<file path="src/rtl/apb_pkg.sv">
// Shared state encoding and width helpers for the APB requester bridge and its decoder.
// Declarations only: no logic, no latency, no flow control.
package apb_pkg;

  typedef enum logic [1:0] {
    st_idle   = 2'd0,
    st_setup  = 2'd1,
    st_access = 2'd2,
    st_decerr = 2'd3
  } apb_state_t;

  function automatic int idx_width(input int n);
    return (n > 1) ? $clog2(n) : 1;
  endfunction

  // Wide enough to hold the value 'limit' itself; a disabled timeout still needs one bit.
  function automatic int cnt_width(input int limit);
    return (limit > 0) ? $clog2(limit + 1) : 1;
  endfunction

endpackage

</file>
<file path="src/rtl/apb_addr_decoder.sv">
// Maps a byte address onto N equal power-of-two regions: in_range flag, region index, one-hot select.
// Purely combinational, zero latency, no flow control.
module apb_addr_decoder #(
  parameter int                    ADDR_WIDTH    = 32,
  parameter int                    NUM_SLAVES    = 4,
  parameter int                    SLV_ADDR_BITS = 5,
  parameter logic [ADDR_WIDTH-1:0] BASE_ADDR     = '0,
  parameter int                    IDX_W         = 2
) (
  input  logic [ADDR_WIDTH-1:0] addr,
  output logic                  in_range,
  output logic [IDX_W-1:0]      idx,
  output logic [NUM_SLAVES-1:0] sel
);

  logic [ADDR_WIDTH-1:0] offset;
  logic [ADDR_WIDTH-1:0] region;

  // Below BASE_ADDR the subtraction wraps, so the lower bound is tested on the raw address.
  assign offset   = addr - BASE_ADDR;
  assign region   = offset >> SLV_ADDR_BITS;
  assign in_range = (addr >= BASE_ADDR) && (region < ADDR_WIDTH'(NUM_SLAVES));
  assign idx      = region[IDX_W-1:0];

  always_comb begin
    sel = '0;
    for (int i = 0; i < NUM_SLAVES; i++) begin
      sel[i] = in_range && (idx == IDX_W'(i));
    end
  end

endmodule

</file>
<file path="src/rtl/apb_master_bridge_n.sv">
// APB4 requester: one MREQ/MREADY master port fanned out to NUM_SLAVES completers with decode-error and PREADY-timeout aborts.
// MREADY 3 cycles after MREQ is sampled (+1 per wait state, 2 on decode error); requests are taken only in IDLE, PREADY stalls ACCESS.
module apb_master_bridge_n
  import apb_pkg::*;
#(
  parameter int                    ADDR_WIDTH    = 32,
  parameter int                    DATA_WIDTH    = 32,
  parameter int                    STROBE_WIDTH  = DATA_WIDTH / 8,
  parameter int                    PROT_WIDTH    = 3,
  parameter int                    NUM_SLAVES    = 4,
  parameter int                    SLV_ADDR_BITS = 5,
  parameter logic [ADDR_WIDTH-1:0] BASE_ADDR     = '0,
  parameter int                    TIMEOUT       = 16
) (
  input  logic                             PCLK,
  input  logic                             PRESETn,
  input  logic [ADDR_WIDTH-1:0]            MADDR,
  input  logic [DATA_WIDTH-1:0]            MWDATA,
  input  logic [STROBE_WIDTH-1:0]          MSTRB,
  input  logic                             MWRITE,
  input  logic                             MREQ,
  input  logic [PROT_WIDTH-1:0]            MPROT,
  output logic                             MSLVERR,
  output logic [DATA_WIDTH-1:0]            MRDATA,
  output logic                             MREADY,
  output logic [ADDR_WIDTH-1:0]            PADDR,
  output logic [NUM_SLAVES-1:0]            PSEL,
  output logic                             PENABLE,
  output logic                             PWRITE,
  output logic [DATA_WIDTH-1:0]            PWDATA,
  output logic [STROBE_WIDTH-1:0]          PSTRB,
  output logic [PROT_WIDTH-1:0]            PPROT,
  input  logic [NUM_SLAVES*DATA_WIDTH-1:0] PRDATA,
  input  logic [NUM_SLAVES-1:0]            PREADY,
  input  logic [NUM_SLAVES-1:0]            PSLVERR
);

  localparam int IDX_W = idx_width(NUM_SLAVES);
  localparam int TO_W  = cnt_width(TIMEOUT);

  apb_state_t state, state_nxt;

  logic                  dec_in_range;
  logic [IDX_W-1:0]      dec_idx;
  logic [NUM_SLAVES-1:0] dec_sel;

  logic [IDX_W-1:0]      idx_q;
  logic [NUM_SLAVES-1:0] sel_q;
  logic [TO_W-1:0]       to_cnt;

  logic [DATA_WIDTH-1:0] prdata_sel;
  logic                  pready_sel;
  logic                  pslverr_sel;
  logic                  req_take;
  logic                  timed_out;

  apb_addr_decoder #(
    .ADDR_WIDTH   (ADDR_WIDTH),
    .NUM_SLAVES   (NUM_SLAVES),
    .SLV_ADDR_BITS(SLV_ADDR_BITS),
    .BASE_ADDR    (BASE_ADDR),
    .IDX_W        (IDX_W)
  ) u_dec (
    .addr    (MADDR),
    .in_range(dec_in_range),
    .idx     (dec_idx),
    .sel     (dec_sel)
  );

  assign req_take  = (state == st_idle) && MREQ;
  assign timed_out = (TIMEOUT != 0) && (state == st_access) && !pready_sel &&
                     (to_cnt == TO_W'(TIMEOUT - 1));

  always_comb begin
    prdata_sel  = '0;
    pready_sel  = 1'b0;
    pslverr_sel = 1'b0;
    for (int i = 0; i < NUM_SLAVES; i++) begin
      if (idx_q == IDX_W'(i)) begin
        prdata_sel  = PRDATA[i*DATA_WIDTH +: DATA_WIDTH];
        pready_sel  = PREADY[i];
        pslverr_sel = PSLVERR[i];
      end
    end
  end

  always_ff @(posedge PCLK) begin
    if (!PRESETn) state <= st_idle;
    else          state <= state_nxt;
  end

  always_comb begin
    state_nxt = state;
    unique case (state)
      st_idle:   if (MREQ) state_nxt = dec_in_range ? st_setup : st_decerr;
      st_setup:  state_nxt = st_access;
      st_access: if (pready_sel || timed_out) state_nxt = st_idle;
      st_decerr: state_nxt = st_idle;
      default:   state_nxt = st_idle;
    endcase
  end

  always_comb begin
    PSEL    = '0;
    PENABLE = 1'b0;
    if (state == st_setup || state == st_access) PSEL = sel_q;
    if (state == st_access) PENABLE = 1'b1;
  end

  // Bus fields come straight from this latch, so they cannot move between SETUP and ACCESS.
  always_ff @(posedge PCLK) begin
    if (!PRESETn) begin
      PADDR  <= '0;
      PWDATA <= '0;
      PSTRB  <= '0;
      PWRITE <= 1'b0;
      PPROT  <= '0;
      idx_q  <= '0;
      sel_q  <= '0;
    end else if (req_take) begin
      PADDR  <= MADDR;
      PWDATA <= MWDATA;
      PSTRB  <= MWRITE ? MSTRB : '0;
      PWRITE <= MWRITE;
      PPROT  <= MPROT;
      idx_q  <= dec_idx;
      sel_q  <= dec_sel;
    end
  end

  always_ff @(posedge PCLK) begin
    if (!PRESETn) begin
      to_cnt <= '0;
    end else if (req_take && dec_in_range) begin
      to_cnt <= '0;
    end else if (state == st_access && !pready_sel) begin
      to_cnt <= to_cnt + 1'b1;
    end
  end

  always_ff @(posedge PCLK) begin
    if (!PRESETn) begin
      MREADY  <= 1'b0;
      MSLVERR <= 1'b0;
      MRDATA  <= '0;
    end else begin
      MREADY <= 1'b0;
      if (state == st_access && pready_sel) begin
        MREADY  <= 1'b1;
        MSLVERR <= pslverr_sel;
        MRDATA  <= PWRITE ? '0 : prdata_sel;
      end else if (timed_out || state == st_decerr) begin
        MREADY  <= 1'b1;
        MSLVERR <= 1'b1;
        MRDATA  <= '0;
      end
    end
  end

endmodule

</file>
<file path="config.mk">
export PLATFORM = sky130hd
export DESIGN_NAME = apb_master_bridge_n
export DESIGN_NICKNAME = d
export VERILOG_FILES = /design/src/rtl/apb_pkg.sv /design/src/rtl/apb_addr_decoder.sv /design/src/rtl/apb_master_bridge_n.sv
export SDC_FILE = /design/constraint.sdc
export NUM_CORES = 1
export LEC_CHECK = 0
export ABC_CLOCK_PERIOD_IN_PS = 2900
export BUFFER_PORTS_ARGS = -buffer_cell sky130_fd_sc_hd__clkbuf_2
export CORE_AREA = 2 2 125 127
export CTS_BUF_LIST = sky130_fd_sc_hd__clkbuf_8 sky130_fd_sc_hd__clkbuf_16
export CTS_CLUSTER_DIAMETER = 30
export DETAILED_ROUTE_END_ITERATION = 12
export DIE_AREA = 0 0 127 129
export PLACE_DENSITY = 0.67
export SLEW_MARGIN = 20
export SYNTH_ARGS = -nofsm -noshare
export SYNTH_HDL_FRONTEND = slang
export SYNTH_SLANG_ARGS = --single-unit
</file>
<file path="constraint.sdc">
create_clock -name PCLK -period 2.9 [get_ports PCLK]
set_clock_uncertainty 0.1 [all_clocks]
set_input_delay 0.435 -clock PCLK [delete_from_list [all_inputs] [get_ports PCLK]]
set_output_delay 0.435 -clock PCLK [all_outputs]
set_load 0.02 [all_outputs]
</file>
==> results of run 1 <==
-- cell families (layout without fill, tap and decap cells) --
kind of cell / count (synthesis) / after routing / share of synthesized area (%)
AO/OA/AOI/OAI: 117 / 117 / 17.7
adder cells (fa/ha/maj): 7 / 7 / 1.68
AND/OR/NAND/NOR: 193 / 193 / 15.9
XOR/XNOR: 2 / 2 / 0.336
flip-flops: 117 / 117 / 44.9
multiplexers: 38 / 38 / 15.6
buffers and inverters: 45 / 364 / 3.93
-- sequential cells by signal, summed over array words and instances (netlist names) --
register,count
MRDATA,32
MREADY,1
MSLVERR,1
PADDR,32
PPROT,3
PSTRB,4
PWDATA,32
PWRITE,1
sel_q,4
state,2
to_cnt,5
-- how the worst max path moves through the flow --
| stage | slack, ps | endpoint |
|---|---|---|
| finish | 790 | PADDR[5] |
| global route | 640 | PADDR[5] |
| CTS | 710 | PADDR[5] |
| detailed placement | 710 | MRDATA[17] |
| global placement | 730 | MRDATA[1] |
| floorplan | 770 | MRDATA[10] |
-- Yosys cell counts, types with 4 or more instances --
cell,number
a21boi_0,72
a22o_1,19
a22o_2,13
and2_1,6
buf_1,6
buf_6,4
clkbuf_1,28
dfxtp_1,117
ha_1,7
inv_1,4
mux4_2,32
nand2_1,148
nand3_1,10
nor2_1,6
nor4_1,6
o21ai_0,6
or3_1,4
-- metal layers --
metal	vias to the layer above	wire length (µm)
met4	0	361
met3	25	1470
li1	2463	-
met2	219	8530
met1	2306	6870
met5	-	0
-- worst reg2reg max path: stages (launching register included) --
cell and delay (ps):
dfxtp_1 330, ha_1 210, and3_1 180, ha_1 200
o31a_1 340, nor2b_2 110, buf_4 340, a22o_2 230
-- final cells by class --
class | count | area (µm²)
multi-input cells | 357 | 2680
inverters | 4 | 15.0
clock inverters | 10 | 86.3
clock buffers | 19 | 453
fillers | 1450 | 7460
well taps | 188 | 235
flip-flops and latches | 117 | 2340
repair buffers | 331 | 1710
-- power groups by stage --
stage	clock, mW	combinational, mW	sequential (mW)
detailed placement	0	1.87	2.05
global placement	0	1.86	2.05
global route	2.04	2.03	2.05
finish	1.92	1.85	2.02
floorplan	0	0.927	2.34
CTS	1.97	1.87	2.02
==> out/metrics.csv, run 1 <==
stage,metric,value,unit
sta,final worst slack,794,ps
synthesis,#FFs+latches synth,117,
routing,number of remaining DRC errors,0,
clock_network,CTS Hold Bufs,0,
finish,Inserted Diodes,0,
grt,global routing usage on met1,23.4,%
synthesis,Mapped Cells,519,
placed_design,Port Buffers,321,
sta,RSZ-0062 raised after global routing,false,
sta,worst slew pin tran,662,ps
sta,period utilization,72.6,%
worst_hold_path,Hold Crit Endpoint,PWDATA[18],
routing,Vias,5013,
clock_network,CTS H-tree lvls,4,
run,Max Cap Viol,0,
setup_path,Startpoint Class,register,
setup_path,critical-path maximum fanout,37,
worst_hold_path,Hold Path Stages,3,
clock_network,post-CTS setup buffers,0,
clock_network,CTS clock-pin slew for the worst setup and hold paths,50,ps
clock_network,CTS Sinks,117,
sta,Max transition margin,55.9,%
setup_path,top cell family by delay on the critical path,buffers and inverters,
setup_path,crit end category,primary output,
synthesis,Synth Cell Area,0.00522,mm²
setup_path,Worst R2R Start,to_cnt[0],
sta,final setup fails,0,
sta,setup TNS,0,ps
grt,first-pass GRT wire length,25900,µm
die,Die Height,129,µm
power,static leakage power,3.47,nW
routing,final wirelength,17200,µm
synthesis,Synth Flop Type,dfxtp_1,
synthesis,ys async rst share,0,%
setup_path,Worst path max stage delay,540,ps
grt,M2 GR Usage,35.1,%
outcome,status,"finished, final reports clean",
grt,aggregate global routing overflow,0,
grt,initial antenna violation count,0,
placed_design,Placed Area,0.00698,mm²
power,total power,5.80,mW
routing,WL/cell,16.8,µm
placed_design,Place WS,705,ps
die,die area,0.0164,mm²
setup_path,register-to-register path setup slack,810,ps
finish,most common library cell in the layout ignoring fill and taps,clkbuf_2,
power,Sw Pwr,1.99,mW
die,die width,127,µm
grt,GR Util All Layers,20.4,%
setup_path,FF-to-FF path depth,7,
finish,Nets,1046,
worst_hold_path,worst hold path startpoint,MWDATA[18],
setup_path,reg-to-reg endpoint,MRDATA[21],
power,Comb pwr share,31.9,%
synthesis,Netlist cell types,39,
grt,largest net degree at the start of global routing,71,
finish,layout cells sized above 1,49.6,%
setup_path,Critical path buffers and inverters,2,
routing,DRT antenna net count,0,
clock_network,CTS Buf Count,17,
routing,Iteration-0 DRC Markers,210,
sta,Peak Freq,475,MHz
finish,design area,0.00752,mm²
synthesis,syn_nets,737,
grt,vias in the first global route,4829,
sta,final hold slack,150,ps
routing,DR vias/cell,4.89,
setup_path,slowest CP cell,buf_4,
synthesis,Mapped Avg Cell Area,10.1,µm²
routing,First-pass DRT Iterations,5,
setup_path,Setup CP Type,reg2out,
grt,Top Usage Layer GRT,met2,
sta,"Slew Viols, Final",0,
placed_design,DP Cell Count,997,
power,internal power,3.81,mW
finish,final cell count without fillers,1026,
sta,min Tclk post-route,2110,ps
die,IO Pins,322,
power,Pwr Density,771,mW/mm²
power,switching share of total power,34.3,%
die,Rows,45,
power,sequential power share,34.9,%
worst_hold_path,Hold Crit Class,in2reg,
sta,"Hold Violations, Final",0,
grt,GR Layer Usage met3,7.19,%
placed_design,gp weighted congestion,0.800,
setup_path,worst path required time,2370,ps
synthesis,Synth area leader,dfxtp_1,
placed_design,DP Wirelength,13200,µm
power,Peak VDD IR,0.406,mV
clock_network,"Clk Latency, worst-skew pair",410,ps
power,clock share of power,33.2,%
setup_path,Crit. path cell count,2,
clock_network,Resized cells post-CTS,0,
setup_path,CP startpoint,PADDR[5],
synthesis,ranking of synthesized cells by area,"dfxtp_1 45%, mux4_2 14%, nand2_1 11%",
clock_network,CTS root buffer,clkbuf_16,
die,Core ar.,0.0150,mm²
setup_path,Worst Path Arrival,1570,ps
clock_network,CTS tree,done,
finish,Final Util,50.2,%
finish,"commonest cells after routing, fill and taps aside","321 x clkbuf_2, 147 x nand2_1, 115 x dfxtp_1, 72 x a21boi_0, 32 x mux4_2",
synthesis,"EDFF count, synth",0,
finish,area grow syn2layout,44.2,%
synthesis,top-area cell type share of the netlist area,44.9,%
synthesis,post-synthesis sequential area ratio,44.9,%
synthesis,Synth Warn #,0,
die,Starting Density,34.8,%
clock_network,clk buf depth,2,
setup_path,CP Cell Sequence,buf_4 -> clkbuf_2,
No activity file was read; power rests on OpenSTA's default activity.
==> inputs of run 2 (changes only) <==
--- a/config.mk
+++ b/config.mk
@@ -5,14 +5,14 @@
 export SDC_FILE = /design/constraint.sdc
 export NUM_CORES = 1
 export LEC_CHECK = 0
-export ABC_CLOCK_PERIOD_IN_PS = 2900
+export ABC_CLOCK_PERIOD_IN_PS = 1800
 export BUFFER_PORTS_ARGS = -buffer_cell sky130_fd_sc_hd__clkbuf_2
-export CORE_AREA = 2 2 125 127
+export CORE_AREA = 2 2 126 128
 export CTS_BUF_LIST = sky130_fd_sc_hd__clkbuf_8 sky130_fd_sc_hd__clkbuf_16
 export CTS_CLUSTER_DIAMETER = 30
 export DETAILED_ROUTE_END_ITERATION = 12
-export DIE_AREA = 0 0 127 129
-export PLACE_DENSITY = 0.67
+export DIE_AREA = 0 0 128 130
+export PLACE_DENSITY = 0.69
 export SLEW_MARGIN = 20
 export SYNTH_ARGS = -nofsm -noshare
 export SYNTH_HDL_FRONTEND = slang
==> constraint.sdc (replaced) <==
create_clock -name PCLK -period 1.8 [get_ports PCLK]
set_clock_uncertainty 0.1 [all_clocks]
set_input_delay 0.27 -clock PCLK [delete_from_list [all_inputs] [get_ports PCLK]]
set_output_delay 0.27 -clock PCLK [all_outputs]
set_load 0.02 [all_outputs]
==> run 2 against run 1 <==
The run now ends with setup timing left. Die area is 1.6% higher. Via count is 7.7% higher. Cell area is 14% higher. Clock power is 77% higher. Setup slack worse by 860 ps.
==> out/metrics.csv, run 2 (synthesis results as in run 1) <==
stage,metric,value,unit,change
clock_network,CTS H-tree lvls,4,,unchanged
clock_network,clk buf depth,2,,unchanged
grt,first-pass GRT wire length,26900,µm,+3.9%
sta,worst slew pin tran,307,ps,-355 ps
clock_network,CTS Buf Count,17,,unchanged
finish,Final Util,55.5,%,+5.3 points
power,total power,10.1,mW,+74%
finish,final cell count without fillers,1108,,+8.0%
placed_design,DP Wirelength,13000,µm,-1.5%
placed_design,Port Buffers,321,,unchanged
sta,"Hold Violations, Final",0,,unchanged
finish,"commonest cells after routing, fill and taps aside","317 x clkbuf_2, 147 x nand2_1, 111 x dfxtp_1, 72 x a21boi_0, 57 x dlygate4sd3_1",,
routing,Vias,5401,,+7.7%
outcome,failing checks,setup timing,,
grt,initial antenna violation count,1,,+1
routing,number of remaining DRC errors,0,,unchanged
finish,area grow syn2layout,64.1,%,
clock_network,"Clk Latency, worst-skew pair",410,ps,about the same
sta,RSZ-0062 raised after global routing,true,,
die,Die Height,130,µm,+0.78%
setup_path,Worst Path Arrival,2120,ps,+550 ps
routing,WL/cell,16.2,µm,-3.3%
sta,Max transition margin,79.3,%,+23 points
clock_network,CTS tree,done,,
setup_path,CP startpoint,PADDR[5],,
placed_design,gp weighted congestion,0.821,,+2.6%
power,static leakage power,3.89,nW,+12%
sta,Peak Freq,536,MHz,
setup_path,Startpoint Class,register,,
finish,most common library cell in the layout ignoring fill and taps,clkbuf_2,,
power,Peak VDD IR,0.731,mV,+80%
grt,GR Util All Layers,21.1,%,+0.72 points
power,Pwr Density,1180,mW/mm²,+53%
finish,top flop regs,"MRDATA: 32 flops, PADDR: 32 flops, PWDATA: 32 flops",,
clock_network,CTS root buffer,clkbuf_16,,
sta,period utilization,104,%,
setup_path,Setup CP Type,reg2reg,,
power,internal power,6.67,mW,+75%
outcome,status,"complete, but fails checks",,
sta,final worst slack,-65.5,ps,-859 ps
die,Starting Density,33.8,%,-1.0 points
setup_path,worst path required time,2060,ps,-310 ps
grt,largest net degree at the start of global routing,79,,+11%
setup_path,CP Cell Sequence,mux4_2 -> o31a_1 -> nor2b_2 -> buf_12 -> a22o_2,,
power,Sw Pwr,3.44,mW,+73%
sta,"Slew Viols, Final",0,,unchanged
setup_path,critical-path maximum fanout,32,,-14%
grt,vias in the first global route,5282,,+9.4%
routing,final wirelength,18000,µm,+4.5%
die,die area,0.0166,mm²,+1.6%
finish,layout cells sized above 1,50.4,%,+0.80 points
setup_path,slowest CP cell,mux4_2,,
power,sequential power share,32.4,%,-2.5 points
sta,setup TNS,-1670,ps,-1670 ps
power,Comb pwr share,34.0,%,+2.1 points
die,Core ar.,0.0154,mm²,+3.0%
power,switching share of total power,34.0,%,-0.29 points
worst_hold_path,Hold Crit Class,in2reg,,
routing,Iteration-0 DRC Markers,169,,-20%
finish,Fillers,1387,,-4.3%
placed_design,DP Cell Count,1016,,+1.9%
routing,First-pass DRT Iterations,6,,+1
setup_path,register-to-register path setup slack,-70,ps,-880 ps
routing,DRT antenna net count,0,,unchanged
die,die width,128,µm,+0.79%
die,Rows,46,,+2.2%
sta,min Tclk post-route,1870,ps,
power,clock share of power,33.7,%,+0.5 points
finish,Nets,1119,,+7.0%
run,Max Cap Viol,0,,unchanged
routing,DR vias/cell,4.87,,-0.23%
sta,final hold slack,16.1,ps,-134 ps
clock_network,CTS Sinks,117,,unchanged
die,IO Pins,322,,unchanged
setup_path,crit end category,register,,
sta,final setup fails,32,,+32
worst_hold_path,worst hold path startpoint,MADDR[10],,
setup_path,Worst R2R Start,PADDR[5],,
grt,aggregate global routing overflow,0,,unchanged
setup_path,Worst path max stage delay,520,ps,-20 ps
clock_network,CTS clock-pin slew for the worst setup and hold paths,60,ps,about the same
==> run 2: cell count changes in the layout (fill, tap and decap cells not counted), moves of 4 or more <==
cell,previous run,this run
buf_4,8,16
clkbuf_2,321,317
dlygate4sd3_1,0,57
buf_12,2,8
dfxtp_1,115,111
buf_8,0,4
and2_4,0,4
and2_1,5,1
==> run 2: final cells by class <==
type / instances / area [µm²] / share of cell area, %
diodes: 2 / 5.00 / 0.0585
clock buffers: 19 / 453 / 5.29
clock inverters: 13 / 146 / 1.71
inverters: 4 / 15.0 / 0.175
multi-input cells: 357 / 2830 / 33.0
flip-flops and latches: 117 / 2350 / 27.5
well taps: 192 / 240 / 2.81
repair buffers: 404 / 2520 / 29.4
==> run 2: metrics by stage <==
step | instance area [µm²] | setup slack [ps]
finish | 8560 | -65.5
CTS | 8440 | -40.6
global placement | 7180 | -120
detailed placement | 7180 | -159
global route | 8550 | -121
floorplan | 5240 | -139
==> run 2: metal layers <==
layer | wire, µm | track usage, % | share of wire, %
met5 | 0 | 0 | 0
met4 | 578 | 10.4 | 3.2
met3 | 1260 | 6.68 | 7.0
met2 | 9060 | 36.4 | 50
met1 | 7100 | 23.7 | 39
==> run 2: worst paths after layout <==
kind,endpoint,depth (start not counted)
hold reg to reg,PWDATA[31],2
setup / recovery,MRDATA[22],5
hold / removal,PADDR[10],3
setup reg to reg,MRDATA[22],5
==> run 2: timing repair <==
action                                  CTS  global route
resized for setup                        21            24
hold buffers                             57             0
endpoints found under the setup margin   40            48
setup buffers                             1             1
hold endpoints to repair                 57             0
pin swaps                                 7            10
==> run 2: power groups by stage <==
stage | registers (mW) | logic (mW) | clock network [mW]
after detailed placement | 3.31 | 3.22 | 0
after floorplan | 3.77 | 1.51 | 0
final | 3.27 | 3.43 | 3.40
after global placement | 3.30 | 3.17 | 0
after global routing | 3.32 | 3.72 | 3.62
after CTS | 3.26 | 3.39 | 3.47
==> run 2: critical path: cells and delay by family, from the launching register on <==
family | cells | cell delay, ps
muxes | 1 | 520
AOI/OAI and AO/OA | 2 | 450
DFF | 1 | 360
buffers and inverters | 1 | 210
and+or+nand+nor | 1 | 160
